File: src/rtl/wts_noise_channel_pkg.sv
// Shared types and helpers for the noise channel envelope and output stage.
package wts_noise_channel_pkg;

  typedef enum logic [1:0] {
    IDLE    = 2'd0,
    SUSTAIN = 2'd1,
    DECAY   = 2'd2
  } env_state_t;

  // Envelope level is scaled by 8 to reach the +/-120 sample range.
  localparam int AMP_SHIFT = 3;

  function automatic logic [7:0] level_to_amp(input logic [3:0] level);
    return {4'b0000, level} << AMP_SHIFT;
  endfunction

endpackage

File: src/rtl/wts_env_prescaler.sv
// Divides the active timing pulse down to envelope ticks.
module wts_env_prescaler #(
  parameter int PRESCALE_W = 8
) (
  input  logic clk,
  input  logic nreset,
  input  logic active,
  input  logic clear,
  input  logic enable,
  output logic tick
);

  logic [PRESCALE_W-1:0] count;

  // Counter only moves on active pulses; clear wins over enable.
  always_ff @(posedge clk or negedge nreset) begin
    if (!nreset) begin
      count <= '0;
    end else if (active) begin
      if (clear) begin
        count <= '0;
      end else if (enable) begin
        count <= count + PRESCALE_W'(1);
      end
    end
  end

  assign tick = active && enable && !clear && (count == {PRESCALE_W{1'b1}});

endmodule

File: src/rtl/wts_noise_channel.sv
// Noise channel: key-on decay envelope applied to the noise bit, giving a signed 8-bit sample.
module wts_noise_channel #(
  parameter int PRESCALE_W = 8
) (
  input  logic       clk,
  input  logic       nreset,
  input  logic       active,
  input  logic       noise,
  input  logic       reg_key_on,
  input  logic       reg_key_off,
  input  logic [3:0] reg_volume,
  input  logic [3:0] reg_decay_rate,
  input  logic       reg_mute,
  output logic [7:0] sample,
  output logic       busy
);

  import wts_noise_channel_pkg::*;

  env_state_t state_q, state_d;
  logic [3:0] level_q, level_d;
  logic [3:0] rate_cnt_q, rate_cnt_d;
  logic       on_pend, off_pend;
  logic       key_on_now, key_off_now;
  logic       presc_clear, presc_en, env_tick;
  logic [7:0] amp;

  // A key pulse landing on the active clk itself is consumed right away.
  assign key_on_now  = on_pend  | reg_key_on;
  assign key_off_now = off_pend | reg_key_off;

  // The prescaler runs only while actually decaying; any key event or other state zeroes it.
  assign presc_en    = (state_q == DECAY);
  assign presc_clear = key_on_now || key_off_now || (state_q != DECAY) || (reg_decay_rate == 4'd0);

  wts_env_prescaler #(.PRESCALE_W(PRESCALE_W)) u_prescaler (
    .clk    (clk),
    .nreset (nreset),
    .active (active),
    .clear  (presc_clear),
    .enable (presc_en),
    .tick   (env_tick)
  );

  // Capture key pulses between active pulses; they are dropped once consumed.
  always_ff @(posedge clk or negedge nreset) begin
    if (!nreset) begin
      on_pend  <= 1'b0;
      off_pend <= 1'b0;
    end else if (active) begin
      on_pend  <= 1'b0;
      off_pend <= 1'b0;
    end else begin
      on_pend  <= on_pend  | reg_key_on;
      off_pend <= off_pend | reg_key_off;
    end
  end

  // Envelope state, level and rate counter advance only on active pulses.
  always_ff @(posedge clk or negedge nreset) begin
    if (!nreset) begin
      state_q    <= IDLE;
      level_q    <= 4'd0;
      rate_cnt_q <= 4'd0;
    end else if (active) begin
      state_q    <= state_d;
      level_q    <= level_d;
      rate_cnt_q <= rate_cnt_d;
    end
  end

  // Next envelope state: key-off beats key-on, key-on beats normal progression.
  always_comb begin
    state_d    = state_q;
    level_d    = level_q;
    rate_cnt_d = rate_cnt_q;
    if (key_off_now) begin
      state_d    = IDLE;
      level_d    = 4'd0;
      rate_cnt_d = 4'd0;
    end else if (key_on_now) begin
      level_d    = reg_volume;
      rate_cnt_d = 4'd0;
      if (reg_volume == 4'd0) begin
        state_d = IDLE;
      end else if (reg_decay_rate == 4'd0) begin
        state_d = SUSTAIN;
      end else begin
        state_d = DECAY;
      end
    end else begin
      case (state_q)
        IDLE: begin
          level_d    = 4'd0;
          rate_cnt_d = 4'd0;
        end
        SUSTAIN: begin
          if (reg_decay_rate != 4'd0) begin
            state_d    = DECAY;
            rate_cnt_d = 4'd0;
          end
        end
        DECAY: begin
          if (reg_decay_rate == 4'd0) begin
            state_d = SUSTAIN;
          end else if (env_tick) begin
            // ">=" lets a rate reduced below the running count still step on the next tick.
            if (rate_cnt_q >= reg_decay_rate - 4'd1) begin
              rate_cnt_d = 4'd0;
              level_d    = level_q - 4'd1;
              if (level_q == 4'd1) begin
                state_d = IDLE;
              end
            end else begin
              rate_cnt_d = rate_cnt_q + 4'd1;
            end
          end
        end
        default: begin
          state_d    = IDLE;
          level_d    = 4'd0;
          rate_cnt_d = 4'd0;
        end
      endcase
    end
  end

  assign amp = level_to_amp(level_q);

  // Output stage samples the pre-update level so level changes appear one pulse later.
  always_ff @(posedge clk or negedge nreset) begin
    if (!nreset) begin
      sample <= 8'd0;
    end else if (active) begin
      if (reg_mute) begin
        sample <= 8'd0;
      end else if (noise) begin
        sample <= amp;
      end else begin
        sample <= 8'd0 - amp;
      end
    end
  end

  assign busy = (state_q != IDLE);

endmodule

File: config.mk
export PLATFORM = sky130hd
export DESIGN_NAME = wts_noise_channel
export DESIGN_NICKNAME = d
export VERILOG_FILES = /design/src/rtl/wts_noise_channel_pkg.sv /design/src/rtl/wts_env_prescaler.sv /design/src/rtl/wts_noise_channel.sv
export SDC_FILE = /design/constraint.sdc
export NUM_CORES = 1
export LEC_CHECK = 0
export CORE_ASPECT_RATIO = 1.75
export CORE_MARGIN = 5
export CORE_UTILIZATION = 50
export DETAILED_ROUTE_END_ITERATION = 16
export DONT_BUFFER_PORTS = 1
export PLACE_DENSITY_LB_ADDON = 0.08
export SYNTH_ARGS = -nofsm -noshare
export SYNTH_HDL_FRONTEND = slang
export SYNTH_SLANG_ARGS = --single-unit
File: constraint.sdc
create_clock -name clk -period 1.95 [get_ports clk]
set_input_delay 0.39 -clock clk [delete_from_list [all_inputs] [get_ports clk]]
set_output_delay 0.39 -clock clk [all_outputs]
set_load 0.1 [all_outputs]
# After elaboration in Yosys (flattened, before gate mapping)
# Cells that the tools add are included.
dict set report totals {
  register_bits 28
  latch_bits 0
  mem_bits_rw 0
  mem_bits_ro 0
  output_inout_bits 9
  memories 0
}
dict set report op_classes {
  n_addsub 5
  mul 0
  n_div 0
  n_lt_le_gt_ge 1
  n_eq_ne 14
  n_shift 0
  mux 29
  n_bitwise 2
  reduce_logical 17
}
# cell n
set op_table {}
lappend op_table {{two-way mux 4 bit} 11}
lappend op_table {{two-way mux 8 bit} 4}
lappend op_table {{two-way mux 2 bit} 9}
lappend op_table {{inequality test 4 bit, second input constant} 4}
lappend op_table {{case mux 4 bit (2 select lines)} 2}
lappend op_table {{inequality test 5 bit, second input constant} 3}
lappend op_table {{adder 8 x 1 -> 8 bit, second input constant} 1}
lappend op_table {{equality test 8 bit, second input constant} 1}
lappend op_table {{logical NOT 4 bit} 2}
lappend op_table {{subtractor 1 x 7 -> 8 bit, first input constant} 1}
lappend op_table {{subtractor 4 x 1 -> 4 bit, second input constant} 2}
lappend op_table {{inequality test 3 bit, second input constant} 2}
lappend op_table {{case mux 2 bit (3 select lines)} 1}
lappend op_table {{AND reduction 6 bit} 1}
lappend op_table {{AND reduction 5 bit} 1}
lappend op_table {{adder 4 x 1 -> 4 bit, second input constant} 1}
lappend op_table {{equality test 4 x 1 -> 1 bit, second input constant} 1}
lappend op_table {{greater-or-equal comparator 4 bit} 1}
lappend op_table {{AND reduction 4 bit} 1}
lappend op_table {{nonzero test 2 bit} 2}
lappend op_table {{nonzero test 4 bit} 1}
lappend op_table {{logical AND 1 bit} 3}
lappend op_table {{logical OR 1 bit} 3}
lappend op_table {{equality test 2 x 1 -> 1 bit, second input constant} 1}
lappend op_table {{other kinds (7)} 9}

# Logic depth before layout (Yosys ltp)
# Gate-level depths: netlist of the first run.
dict set report depth {
  word_depth 12
  depth_mapped 9
  depth_no_buf 9
}

# By module
# From an unflattened synthesis of the first run, not the netlist that was laid out.
dict set report hier_totals {
  cells_unflattened 172
  area_unflattened_um2 1599.0
}
# module instances cells_per_inst area_per_inst_um2 seq_area_each_um2
set modules_own_cells {}
lappend modules_own_cells {wts_noise_channel 1 128 1183.6 425.4}
lappend modules_own_cells {wts_env_prescaler 1 44 415.4 200.2}

# Least setup slack after synthesis of the first run
# No wires, ideal clock.
dict set report synth_path {
  kind {in2reg}
  from {input port reg_decay_rate[0]}
  to {register level_q[3]}
  setup_time_ps 99
  arrival_ps 1901
  required_time_ps 1851
  slack_ps -50
  stages 7
  cell_sequence {inv_1 ha_1 ha_1 a2111oi_4 nor3_2 a31o_1 a311oi_1}
}
dict set report synth_between {
  elab_chain_cells 7
  word_cells_on_any_way 11
  classes_between {add/sub (1); order compare (1); eq/ne (3); reduce/logical (6)}
}
# item line
set synth_rtl {}
lappend synth_rtl {{start: declaration} wts_noise_channel.sv:12} ;# input logic [3:0] reg_decay_rate,
lappend synth_rtl {{branches (longest 6 deep; another with subtractor 4 x 1 -> 4 bit)} --}
lappend synth_rtl {{AND reduction 5 bit (no source line) *} --}
lappend synth_rtl {{end signal: assignment} wts_noise_channel.sv:67} ;# level_q <= level_d;
lappend synth_rtl {{end: declaration} wts_noise_channel.sv:21} ;# logic [3:0] level_q, level_d;
# Mark *: on every way between the ends.
# A chain may end at the register's enable or synchronous reset.

# Worst setup path in the final report of the first run
dict set report layout_path {
  from {register rate_cnt_q[0]}
  to {register level_q[3]}
}
dict set report layout_between {
  elab_chain_cells 3
}
# item line
set layout_rtl {}
lappend layout_rtl {{start: declaration} wts_noise_channel.sv:22} ;# logic [3:0] rate_cnt_q, rate_cnt_d;
lappend layout_rtl {{start signal: assignment} wts_noise_channel.sv:68} ;# rate_cnt_q <= rate_cnt_d;
lappend layout_rtl {{greater-or-equal comparator 4 bit} wts_noise_channel.sv:108} ;# if (rate_cnt_q >= reg_decay_rate - 4'd1) begin
lappend layout_rtl {{inequality test 4 bit (no source line)} --}
lappend layout_rtl {{AND reduction 5 bit (no source line)} --}
# Every way passes these cells.

==> results.cfg, run 1 <==
[timing]
setup_viol_count_final = 0
finalHoldViolCount = 0
slew-limit-headroom = 0.401
rsz0062_at_grt = yes
worst_pin_slew_ps = 899
post-route-min-period_ps = 1950
slew_viol_final = 0
fin_crit_sh = 0.998
skew_ps = 7.12
fmax_mhz = 514

[logic_synthesis]
syn_inst = 174
syn_area_mm2 = 0.00166
synth_edf_count = 0
ys_ff_latch = 25
synthAdderAreaFrac = 0.0677
yosys-top-cells-area = dfrtp_1 38%, ha_1 6.8%, nor2_1 3.2%
yosysTopAreaCell = dfrtp_1
ys.flop_type = dfrtp_1
syn_avg_cell_area_um2 = 9.56
synth_compound_area_frac = 0.232
synthArstFlopShare = 1.00
yosysSeqAreaShare = 0.376
yosysWarnings = 0
synth_cell_types = 54
synth-xor-area-share = 0.0211
synth_top_family_by_area = compound AO/OA/AOI/OAI gates
synthSimpleGateAreaFrac = 0.224
synthMuxAreaShare = 0.0248
synth_top_area_share = 0.376

[power_and_ir_drop]
power.leakage_nw = 0.803
power_density_mw_per_mm2 = 667
ir_worst_vdd_mv = 0.585

[grt]
grtUsageTotal = 0.180
grt_max_degree = 26
antenna_found_initial = 0
grt_overflow = 0
grt_pass1_vias = 1441
grt_pass1_wl_um = 6370

[setup_path]
cp_num_buf_inv = 1
slowest_delay_ps = 470
cp.arrival_ps = 2130
worstPathCellList = inv_1 -> ha_1 -> nand2b_4 -> a2111oi_4 -> nor3_4 -> a31o_1 -> a311oi_1
crit_slowest_cell = a2111oi_4
cp_top_family = compound AO/OA/AOI/OAI gates
start_kind = flop
critPathKind = reg2reg
critPathRequiredTime_ps = 2140
path_depth = 7
cp_max_fo = 7
ff2ff_path_depth = 7
worst_setup_path_end_kind = flop

[routing]
avgViaCountPerCell = 6.02
dr.pass1.iters = 4
vias = 1378
drt_iter0_drc = 22
drc = 0
wl_per_cell_um = 16.2
totalWireLength_um = 3710
ant_nets = 0

[floorplan]
ioPinCount = 24
dieArea_mm2 = 0.00462
die_y_um = 86.3
start_util = 0.524
fp-row-count = 27
core_area_mm2 = 0.00318
fp.dieW_um = 53.6

[clock_network]
tritoncts = yes
cts_buffer_depth = 2
root_buffer = clkbuf_8
clock_sinks = 25
clkTransAtPathRegs_ps = 90
cts-buffers-inserted = 3
cts-htree-levels = 1
clock_latency_ps = 270

[placed_design]
io_buffers = 0
dpl-instance-area_mm2 = 0.00178
dp.cells = 222
place_congestion = 0.835
hpwlAfterDp_um = 2870

[layout]
final_cell_mix = 25 x dfrtp_1, 14 x nor2_1, 13 x nand2_1, 12 x buf_4, 10 x inv_1
area_growth_pct = 13.4
diodes = 0
final_common_cell = dfrtp_1
drive_above_1_share = 0.231
instances_no_fill = 229
final_area_mm2 = 0.00189
layout.nets = 211

[flow_run]
cap_violations = 0

[outcome]
status = finished clean

[min_path]
whs_path_depth = 1
hold_class = in2reg
==> Yosys cell counts (all sizes together) (5+ instances only) <==
cell / n
nor3: 9
o31ai: 5
o21ai: 10
o2bb2ai: 6
nand3: 7
ha: 9
dfrtp: 25
inv: 10
and3: 5
nand2: 14
nor2: 15
==> through the flow <==
step	utilization	worst slack (ps)	setup TNS [ps]	hold WS (ps)	power (mW)
2_1_floorplan	-	2.85	0	94.4	0.881
3_3_place_gp	0.559	-59.3	-213	95.2	0.922
3_5_place_dp	0.559	-140	-617	95.2	0.929
4_1_cts	0.584	49.4	0	167	1.26
5_1_grt	0.594	-75.9	-266	159	1.33
6_report	0.594	3.60	0	168	1.26
==> layer usage <==
metal	vias to the layer above	GRT usage	wire length [um]
met3	10	0.0293	147
met5	-	0	0
li1	665	-	-
met4	0	0.0814	83
met1	673	0.194	1370
met2	30	0.326	2110
==> registers in the layout (all words and copies together) (netlist names) <==
| name | count |
|---|---|
| level_q | 4 |
| sample | 5 |
| rate_cnt_q | 4 |
| on_pend | 1 |
| off_pend | 1 |
| state_q | 2 |
| u_prescaler.count | 8 |
==> area by class of cell <==
type | instances | area, um2
Fill cell | 311 | 1290
Timing Repair Buffer | 14 | 120
Sequential cell | 25 | 626
Tap cell | 43 | 53.8
Inverter | 10 | 37.5
Clock buffer | 3 | 41.3
Multi-Input combinational cell | 133 | 1000
Clock inverter | 1 | 7.51
==> report_power, final <==
group	leakage, nW	switching, mW	total [mW]	internal [mW]
sequential	0.335	0.0479	0.596	0.548
clock	0.0217	0.172	0.317	0.145
combinational	0.447	0.239	0.345	0.107
==> kinds of logic after synthesis <==
family,Yosys count
and+or+nand+nor,64
other,1
AOI/OAI and AO/OA,49
buffers and inverters,18
DFF,25
xor gates and xnor gates,4
adders and majority gates,9
muxes,4
==> worst register-to-register path, delay by kind of cell, from the launching register on <==
kind,cells,cell delay (ps)
flops,1,360
buf+inv,1,50
compound gates,3,900
fa+ha+maj,1,270
simple gates,2,270
==> path summary, 6_finish.rpt <==
path                                                  start                                to  slack (ps)
setup / recovery                  rate_cnt_q[0]$_DFFE_PN0P_            level_q[3]$_DFFE_PN0P_           4
hold / removal                                       active                 on_pend$_DFF_PN0_         170
setup reg to reg                  rate_cnt_q[0]$_DFFE_PN0P_            level_q[3]$_DFFE_PN0P_           4
hold reg to reg            u_prescaler.count[6]$_DFFE_PN0P_  u_prescaler.count[6]$_DFFE_PN0P_         510
max in group asynchronous                            nreset  u_prescaler.count[6]$_DFFE_PN0P_        1250
min in group asynchronous                            nreset            state_q[1]$_DFFE_PN0P_         540
==> repair_timing <==
item	4_1_cts	5_1_grt
hold endpoints to repair	25	0
setup buffers	0	1
hold buffers	2	0
endpoints found under the setup margin	0	6
resized for setup	0	4
(Power assumes the default switching activity.)
==> run 2, diff against run 1 <==
==> constraint.sdc (replaced) <==
create_clock -name clk -period 1.95 [get_ports clk]
set_input_delay 0.195 -clock clk [delete_from_list [all_inputs] [get_ports clk]]
set_output_delay 0.195 -clock clk [all_outputs]
set_load 0.1 [all_outputs]
==> results.cfg, run 2 (same netlist as run 1, synthesis figures left out) <==
[layout]
reg.largest.list = u_prescaler.count: 8 flops, sample: 5 flops
largest_reg_flops = 8
final_cell_mix = 25 x dfrtp_1, 14 x nor2_1, 13 x nand2_1, 11 x buf_4, 10 x inv_1
n_fill_cell = 298
regMostFlops = u_prescaler.count
drive_above_1_share = 0.218
diodes = 0
layout.nets = 213
final_common_cell = dfrtp_1
postLayoutCoreUtil = 0.597
area_growth_pct = 14.0
instances_no_fill = 231

[floorplan]
start_util = 0.524
core_area_mm2 = 0.00318
dieArea_mm2 = 0.00462
fp-row-count = 27
ioPinCount = 24
die_y_um = 86.3
fp.dieW_um = 53.6

[setup_path]
worst_setup_path_end_kind = flop
crit_slowest_cell = dfrtp_1
critPathRequiredTime_ps = 2140
cp.arrival_ps = 2070
start_kind = flop
critPathKind = reg2reg
cp_max_fo = 6
cp_top_family = compound AO/OA/AOI/OAI gates
cp_num_buf_inv = 2
slowest_delay_ps = 350
worstPathCellList = inv_1 -> ha_1 -> nand2b_4 -> a2111oi_4 -> buf_4 -> nor3_4 -> a21o_2 -> a32oi_1

[power_and_ir_drop]
total_power_mw = 1.28
power_density_mw_per_mm2 = 676
power.leakage_nw = 0.814
ir_worst_vdd_mv = 0.529

[routing]
dr.pass1.iters = 4
drt_iter0_drc = 26
ant_nets = 0
vias = 1360
totalWireLength_um = 3790
drc = 0
avgViaCountPerCell = 5.89
wl_per_cell_um = 16.4

[grt]
grt_overflow = 0
grt_pass1_wl_um = 6460
use_met2 = 0.317
grtUsageTotal = 0.182
antenna_found_initial = 0
grt_max_degree = 26
grt_pass1_vias = 1419
use_met1 = 0.210
busiest_layer = met2
grt_use_met3 = 0.0327

[timing]
fmax_mhz = 532
timing.hold.ws_ps = 3.21
slew-limit-headroom = 0.642
worst_pin_slew_ps = 530
setup_viol_count_final = 0
fin_crit_sh = 0.964
post-route-min-period_ps = 1880
finalSetupTns_ps = 0
slew_viol_final = 0
skew_ps = 6.53
finalHoldViolCount = 0
rsz0062_at_grt = yes

[outcome]
status = finished clean

[clock_network]
cts_buffer_depth = 2
cts-buffers-inserted = 3
clock_latency_ps = 280
tritoncts = yes
clkTransAtPathRegs_ps = 100
root_buffer = clkbuf_8
clock_sinks = 25
cts-htree-levels = 1

[placed_design]
dp.cells = 219
place_congestion = 0.899
hpwlAfterDp_um = 2880
io_buffers = 0

[min_path]
hold_class = in2reg

[flow_run]
cap_violations = 0
run 2: cell types whose count changed in the layout (fill, tap and decap cells not counted), sizes merged:
| cell | previous run | this run |
|---|---|---|
| dlygate4sd3 | 1 | 4 |
| buf | 13 | 12 |
run 2: final timing paths:
path	from	endpoint	slack (ps)	depth (start not counted)
max in group asynchronous	nreset	u_prescaler.count[5]$_DFFE_PN0P_	1450	2
min in group asynchronous	nreset	level_q[3]$_DFFE_PN0P_	350	2
hold / removal	active	u_prescaler.count[0]$_DFFE_PN0P_	3	1
setup / recovery	rate_cnt_q[0]$_DFFE_PN0P_	level_q[1]$_DFFE_PN0P_	70	8
setup reg to reg	rate_cnt_q[0]$_DFFE_PN0P_	level_q[1]$_DFFE_PN0P_	70	8
hold reg to reg	u_prescaler.count[6]$_DFFE_PN0P_	u_prescaler.count[6]$_DFFE_PN0P_	520	1
run 2: worst register-to-register path: stages, from the launching register on:
cell and delay (ps):
dfrtp_1 350, inv_1 40, ha_1 260, nand2b_4 150
a2111oi_4 320, buf_4 190, nor3_4 50, a21o_2 220
a32oi_1 220
run 2: timing repair:
item                       4_1_cts  5_1_grt
pin swaps                        1        5
gates resized for setup          2        3
buffers inserted                 1        2
hold buffers                     4        1
setup endpoints to repair        3        5
hold endpoints to repair        28        1
run 2: cell type report:
type	instances	area (um2)	share of cell area
clock buffers	3	41.3	0.0218
clock inverters	1	7.51	0.00396
inverters	10	37.5	0.0198
multi-input cells	133	987	0.521
flip-flops and latches	25	626	0.330
well taps	43	53.8	0.0284
repair buffers	16	143	0.0752
run 2: per-stage QoR:
step                area, um2  setup slack [ps]
finish                   1900              69.3
global route             1900             -85.9
CTS                      1850              28.7
detailed placement       1740             -89.9
global placement         1740              36.5
floorplan                1670              60.3
run 2: metal layers:
| metal | up-vias | wire length, um |
|---|---|---|
| met1 | 653 | 1470 |
| met2 | 34 | 2120 |
| li1 | 667 | - |
| met3 | 6 | 125 |
| met5 | - | 0 |
| met4 | 0 | 70 |
run 2: power by group:
group / switching (mW) / internal [mW] / total [mW]
Sequential: 0.0306 / 0.548 / 0.579
Clock: 0.186 / 0.145 / 0.331
Combinational: 0.258 / 0.113 / 0.371
Total: 0.475 / 0.807 / 1.28
==> run 3, diff against run 2 <==
Settings changed: HOLD_SLACK_MARGIN set to 0.12.
==> results.cfg, run 3 (same netlist as run 1, synthesis figures left out) <==
[outcome]
status = finished clean

[power_and_ir_drop]
total_power_mw = 1.28
power.leakage_nw = 0.836
p_int_mw = 0.813
p_switching_mw = 0.469
netSwitchingFraction = 0.366
power.share.clock = 0.249
power_density_mw_per_mm2 = 660
p_seq_frac = 0.452
ir_worst_vdd_mv = 0.513
power_frac_comb = 0.299

[clock_network]
cts_buffer_depth = 2
clock_sinks = 25
cts-htree-levels = 1
cts-buffers-inserted = 3
clock_latency_ps = 270
tritoncts = yes
clkTransAtPathRegs_ps = 90
root_buffer = clkbuf_8

[placed_design]
io_buffers = 0
hpwlAfterDp_um = 2880
place_congestion = 0.899

[timing]
finalHoldViolCount = 0
fin_crit_sh = 0.966
finalSetupTns_ps = 0
setup_viol_count_final = 0
rsz0062_at_grt = yes
slew-limit-headroom = 0.628
fmax_mhz = 531
post-route-min-period_ps = 1880
skew_ps = 6.08
worst_pin_slew_ps = 551
slew_viol_final = 0

[grt]
antenna_found_initial = 0
grt_pass1_wl_um = 6690
grt_pass1_vias = 1434
grtUsageTotal = 0.189
grt_overflow = 0
grt_max_degree = 26

[routing]
vias = 1416
ant_nets = 0
drt_iter0_drc = 26
wl_per_cell_um = 16.6
drc = 0
dr.pass1.iters = 4
avgViaCountPerCell = 6.00
totalWireLength_um = 3920

[floorplan]
die_y_um = 86.3
fp-row-count = 27
fp.dieW_um = 53.6
start_util = 0.524
ioPinCount = 24
core_area_mm2 = 0.00318
dieArea_mm2 = 0.00462

[setup_path]
cp_max_fo = 6
critPathRequiredTime_ps = 2140
critPathKind = reg2reg
cp.arrival_ps = 2070
worst_setup_path_end_kind = flop
start_kind = flop

[layout]
layout.nets = 218
diodes = 0
drive_above_1_share = 0.218
multi_input_area_um2 = 987
area_growth_pct = 16.9
reg.largest.list = u_prescaler.count: 8 flops, sample: 5 flops
postLayoutCoreUtil = 0.612
n_fill_cell = 293
regMostFlops = u_prescaler.count
largest_reg_flops = 8
final_cell_mix = 25 x dfrtp_1, 14 x nor2_1, 13 x nand2_1, 12 x buf_4, 10 x inv_1
regArea_um2 = 626
final_common_cell = dfrtp_1

[flow_run]
cap_violations = 0

[min_path]
hold_class = in2reg
[run 3: power by group through the flow]
stage          Combinational (mW)  Sequential (mW)  Clock (mW)
2_1_floorplan               0.205            0.672           0
3_3_place_gp                0.332            0.586           0
3_5_place_dp                0.338            0.588           0
4_1_cts                     0.379            0.578       0.331
5_1_grt                     0.413            0.584       0.354
6_report                    0.384            0.579       0.319
[run 3: through the flow]
stage / worst slack [ps] / cell area [um2] / hold WS (ps) / std cells
final: 66.1 / 1940 / 124 / 236
after global routing: -83.7 / 1940 / 149 / 236
after CTS: 28.7 / 1900 / 124 / 233
after detailed placement: -89.9 / 1740 / -99.8 / 219
after global placement: 36.5 / 1740 / -99.8 / 219
after floorplan: 60.3 / 1670 / -101 / 176
[run 3: repair_timing]
action	CTS	global route
buffers inserted	1	3
resized for setup	2	3
hold buffers	9	0
endpoints found under the hold margin	41	0
pin swaps	1	6
endpoints found under the setup margin	3	6
[run 3: final timing paths]
kind	endpoint	start	slack, ps	cells past startpoint
min in group asynchronous	rate_cnt_q[3]$_DFFE_PN0P_	nreset	350	2
setup / recovery	level_q[1]$_DFFE_PN0P_	rate_cnt_q[0]$_DFFE_PN0P_	70	8
hold / removal	sample[5]$_DFFE_PN0P_	active	120	2
max in group asynchronous	u_prescaler.count[1]$_DFFE_PN0P_	nreset	1450	2
hold reg to reg	u_prescaler.count[6]$_DFFE_PN0P_	u_prescaler.count[6]$_DFFE_PN0P_	520	1
setup reg to reg	level_q[1]$_DFFE_PN0P_	rate_cnt_q[0]$_DFFE_PN0P_	70	8
[run 3: layout make-up]
type / count / share of cell area
repair buffers: 21 / 0.0979
clock buffers: 3 / 0.0212
well taps: 43 / 0.0277
flip-flops and latches: 25 / 0.322
clock inverters: 1 / 0.00386
inverters: 10 / 0.0193
multi-input cells: 133 / 0.508
[run 3: per-layer routing]
layer,wire length (um),track usage
met1,1500,0.223
met2,2220,0.327
met3,113,0.0293
met4,83,0.0814
met5,0,0
[run 3: worst max-delay path: stages, from the launching register on]
cell	delay, ps
dfrtp_1	350
inv_1	40
ha_1	260
nand2b_4	150
a2111oi_4	320
buf_4	190
nor3_4	50
a21o_2	220
a32oi_1	220
